--- src/rtl/down_counter_pkg.sv ---
// Shared counter package: FSM state encoding and default width, common to the
// up- and down-counters of this datapath.
package down_counter_pkg;

  typedef enum logic {
    IDLE = 1'b0,
    RUN  = 1'b1
  } cnt_state_e;

  localparam int CNT_WIDTH_DEFAULT = 4;

endpackage

--- src/rtl/down_counter.sv ---
// Loadable down-counter with registered terminal-count pulse and optional
// auto-reload for use as a periodic timebase.
module down_counter
  import down_counter_pkg::*;
#(
  parameter int WIDTH       = CNT_WIDTH_DEFAULT,
  parameter bit AUTO_RELOAD = 1'b0
) (
  input  logic             clock,
  input  logic             reset,
  input  logic             io_en,
  input  logic             io_clear,
  input  logic             io_load,
  input  logic [WIDTH-1:0] io_load_val,
  output logic [WIDTH-1:0] io_out,
  output logic             io_zero,
  output logic             io_busy,
  output logic             io_done
);

  cnt_state_e       state;
  logic [WIDTH-1:0] count;
  logic [WIDTH-1:0] reload;
  logic             done;
  logic             tick;
  logic             terminal;

  // Decrement that holds at zero, so a corrupted state can never wrap.
  function automatic logic [WIDTH-1:0] sat_dec(input logic [WIDTH-1:0] v);
    return (v == '0) ? '0 : v - 1'b1;
  endfunction

  assign tick     = io_en && (state == RUN) && !io_clear && !io_load;
  assign terminal = (count == WIDTH'(1));

  always_ff @(posedge clock or negedge reset) begin
    if (!reset) begin
      state  <= IDLE;
      count  <= '0;
      reload <= '0;
      done   <= 1'b0;
    end else begin
      done <= 1'b0;
      if (io_clear) begin
        count <= '0;
        state <= IDLE;
      end else if (io_load) begin
        count  <= io_load_val;
        reload <= io_load_val;
        state  <= (io_load_val != '0) ? RUN : IDLE;
      end else if (tick) begin
        if (terminal) begin
          done <= 1'b1;
          if (AUTO_RELOAD) begin
            count <= reload;
          end else begin
            count <= '0;
            state <= IDLE;
          end
        end else if (count == '0) begin
          // Unreachable in normal operation; fall back to a safe idle.
          state <= IDLE;
        end else begin
          count <= sat_dec(count);
        end
      end
    end
  end

  assign io_out  = count;
  assign io_zero = (count == '0);
  assign io_busy = (state == RUN);
  assign io_done = done;

endmodule
--- config.mk ---
export PLATFORM = sky130hd
export DESIGN_NAME = down_counter
export DESIGN_NICKNAME = d
export VERILOG_FILES = /design/src/rtl/down_counter_pkg.sv /design/src/rtl/down_counter.sv
export SDC_FILE = /design/constraint.sdc
export NUM_CORES = 1
export LEC_CHECK = 0
export BUFFER_PORTS_ARGS = -buffer_cell sky130_fd_sc_hd__buf_2
export CAP_MARGIN = 10
export CORE_MARGIN = 2
export CORE_UTILIZATION = 30
export DETAILED_ROUTE_END_ITERATION = 10
export GPL_ROUTABILITY_DRIVEN = 0
export PLACE_DENSITY = 0.51
export SLEW_MARGIN = 10
export SYNTH_ARGS = -nofsm -noshare
export SYNTH_HDL_FRONTEND = slang
export SYNTH_SLANG_ARGS = --single-unit
--- constraint.sdc ---
create_clock -name clock -period 5.35 [get_ports clock]
set_clock_uncertainty 0.1 [all_clocks]
set_input_delay 0.535 -clock clock [delete_from_list [all_inputs] [get_ports clock]]
set_output_delay 0.535 -clock clock [all_outputs]
set_load 0.02 [all_outputs]
==> run_results.csv <==
group,metric,value,unit
final_layout,syn2layout_area_growth,24.7,%
cts,post_cts_buffers,0,
power,internal-power,0.0878,mW
cts,clk_pin_slew,50,ps
detailed_routing,via_count,429,
timing,relSlewSlack,0.777,
setup_path,cp-start-kind,"register",
floorplanning,rows,13,
cts,clock_tree.root_cell,"clkbuf_4",
timing,max_freq,500,MHz
detailed_routing,drtIter0Drc,15,
logic_synthesis,synthCells,44,
power,switching_share,0.333,
final_layout,design_area,531,um2
setup_path,path_max_fanout,5,
timing,hold_violations,0,
cts,htreeDepth,1,
timing,final.setup.tns,0,ps
placement,dp_slack,3410,ps
global_route,grt_pass1_wl,1780,um
placement,io_buffers,15,
global_route,antenna_found_initial,0,
logic_synthesis,synth.distinct_cells,24,
setup_path,crit_family,"flip-flops",
final_layout,layout.cells.non_filler,76,
detailed_routing,drc,0,
cts,ctsHoldBuffers,0,
detailed_routing,viasPerCell,5.64,
floorplanning,fp.dieH,41.7,um
logic_synthesis,yosysWarningCount,0,
cts,cts_buffers,3,
worst_hold_path,hp-class,"input pin to async pin",
cts,cts_resized,0,
floorplanning,fp.coreArea,1320,um2
cts,clk_latency,250,ps
timing,setup_viol,0,
floorplanning,die_area,1740,um2
placement,placed_cells,73,
power,pwr-share-clk,0.340,
timing,min_period_over_period,0.374,
timing,finalMaxSlewViolations,0,
cts,clk_path_buf_depth,2,
detailed_routing,wl_per_cell,14.1,um
setup_path,crit_arrival,1370,ps
run_status,status,"complete, no violations",
setup_path,cp-end-kind,"primary output",
setup_path,worstSetupPathType,"register to primary output",
cts,cts_num_sinks,6,
placement,hpwlAfterDp,827,um
power,p_comb_frac,0.262,
logic_synthesis,syn_nets,55,
global_route,grt_start_max_net_pins,11,
global_route,first_global_vias,389,
timing,layout_setup_ws,3350,ps
setup_path,cp.required,4720,ps
logic_synthesis,yosys.area.top_type_share,0.353,
global_route,grt_usage,0.144,
power,power.density,248,nW/um2
floorplanning,initial_core_util,0.323,
setup_path,path_cells,"inv_1, ha_1, nor3b_1, buf_2",
power,switchingPower,0.0439,mW
flow_run,maxCapViolCount,0,
logic_synthesis,synth-seq-cells,6,
power,power_frac_seq,0.398,
timing,post-route-min-period,2000,ps
detailed_routing,detail-route-antenna-nets,0,
final_layout,antenna_cells,0,
global_route,overflow,0,
power,p_leak,0.237,nW
detailed_routing,wl,1070,um
detailed_routing,drt_pass1_iterations,4,
timing,rsz0062_at_grt,"no",
final_layout,drive_gt1_frac,0.361,
setup_path,cpPeakStageDelay,380,ps
power,vdd_drop_max,0.0703,mV
final_layout,nets,74,
logic_synthesis,synth_area,425,um2
logic_synthesis,ys_seq_area_frac,0.353,
floorplanning,die-width,41.7,um
logic_synthesis,ys_top_cells_by_area,"dfrtp_1 35%, a2111oi_4 6.5%, ha_1 5.9%",
cts,cts_tree,"done",
timing,tightest_slew,329,ps
setup_path,crit_buf_inv,2,
logic_synthesis,yosysTopAreaCell,"dfrtp_1",
setup_path,slowest_stage,"dfrtp_1",
floorplanning,ios,16,
power,finalPower,0.132,mW
placement,placed_area,508,um2
logic_synthesis,avgSynthCellArea,9.67,um2
placed cells by master (no fill, tap or decap), types with 2 or more instances in the layout:
master / instances
nor2_1: 4
dfrtp_1: 6
nand3_1: 4
buf_2: 15
clkbuf_4: 3
ha_1: 2
o21ai_0: 2
nor4b_1: 2
inv_1: 4
nand2_1: 3
a311oi_1: 2
power groups by stage:
stage | sequential [mW] | combinational [mW] | clock, mW
finish | 0.0524 | 0.0345 | 0.0448
global route | 0.0531 | 0.0379 | 0.0494
detailed placement | 0.0532 | 0.0347 | 0
floorplan | 0.0549 | 0.0205 | 0
CTS | 0.0524 | 0.0348 | 0.0468
global placement | 0.0531 | 0.0351 | 0
Yosys cell counts:
cell type and count:
nor4_1 1, buf_6 1, nor3b_1 1, o211ai_1 1
nor2_1 4, a21oi_1 1, nor3_1 1, a311oi_1 2
o41ai_1 1, a311o_2 1, o21ai_0 2, nand3_1 4
dfrtp_1 6, o311ai_0 1, or3b_2 1, and2_1 1
nand4_1 1, mux2i_1 1, a2111oi_4 1, or4b_4 1
ha_1 2, nor4b_1 2, inv_1 4, nand2_1 3
routing by layer:
layer  vias up  track usage  wire, um
met5         -            0         0
met4         0        0.155        43
met3         4       0.0261        60
met2        22        0.197       446
met1       196        0.177       524
li1        207            -         -
registers in the layout (all words and copies together), names as in the netlist:
name     flops
io_out       4
io_busy      1
io_done      1
area by class of cell:
class                      instances  area [um2]
multi-input combinational         33         249
sequential                         6         150
fill                             140         787
inverter                           4        15.0
tap                               15        18.8
timing repair buffer              15        75.1
clock buffer                       3        22.5
path summary, 6_finish.rpt:
kind,startpoint,endpoint,slack [ps],cells past startpoint
max,io_out[1]$_DFFE_PN0P_,io_zero,3350,4
min,reset,io_busy$_DFFE_PN0P_,5,1
max reg2reg,io_out[1]$_DFFE_PN0P_,io_out[1]$_DFFE_PN0P_,3410,5
min reg2reg,io_out[2]$_DFFE_PN0P_,io_done$_DFF_PN0_,530,1
max in group asynchronous,reset,io_out[1]$_DFFE_PN0P_,5000,1
min in group clock,io_clear,io_out[2]$_DFFE_PN0P_,460,2
per-stage QoR:
step,hold slack [ps],util
5_1_grt,5.87,0.403
6_report,5.34,0.403
2_1_floorplan,139,-
3_5_place_dp,275,0.386
3_3_place_gp,270,0.386
4_1_cts,4.12,0.403
cell families after synthesis:
group,after synthesis,synth area share
buffers and inverters,5,0.0618
AND/OR/NAND/NOR,20,0.276
flip-flops,6,0.353
adder cells (fa/ha/maj),2,0.0588
AO/OA/AOI/OAI,10,0.226
multiplexers,1,0.0235
Note: power is estimated with default switching activity, not from simulation.
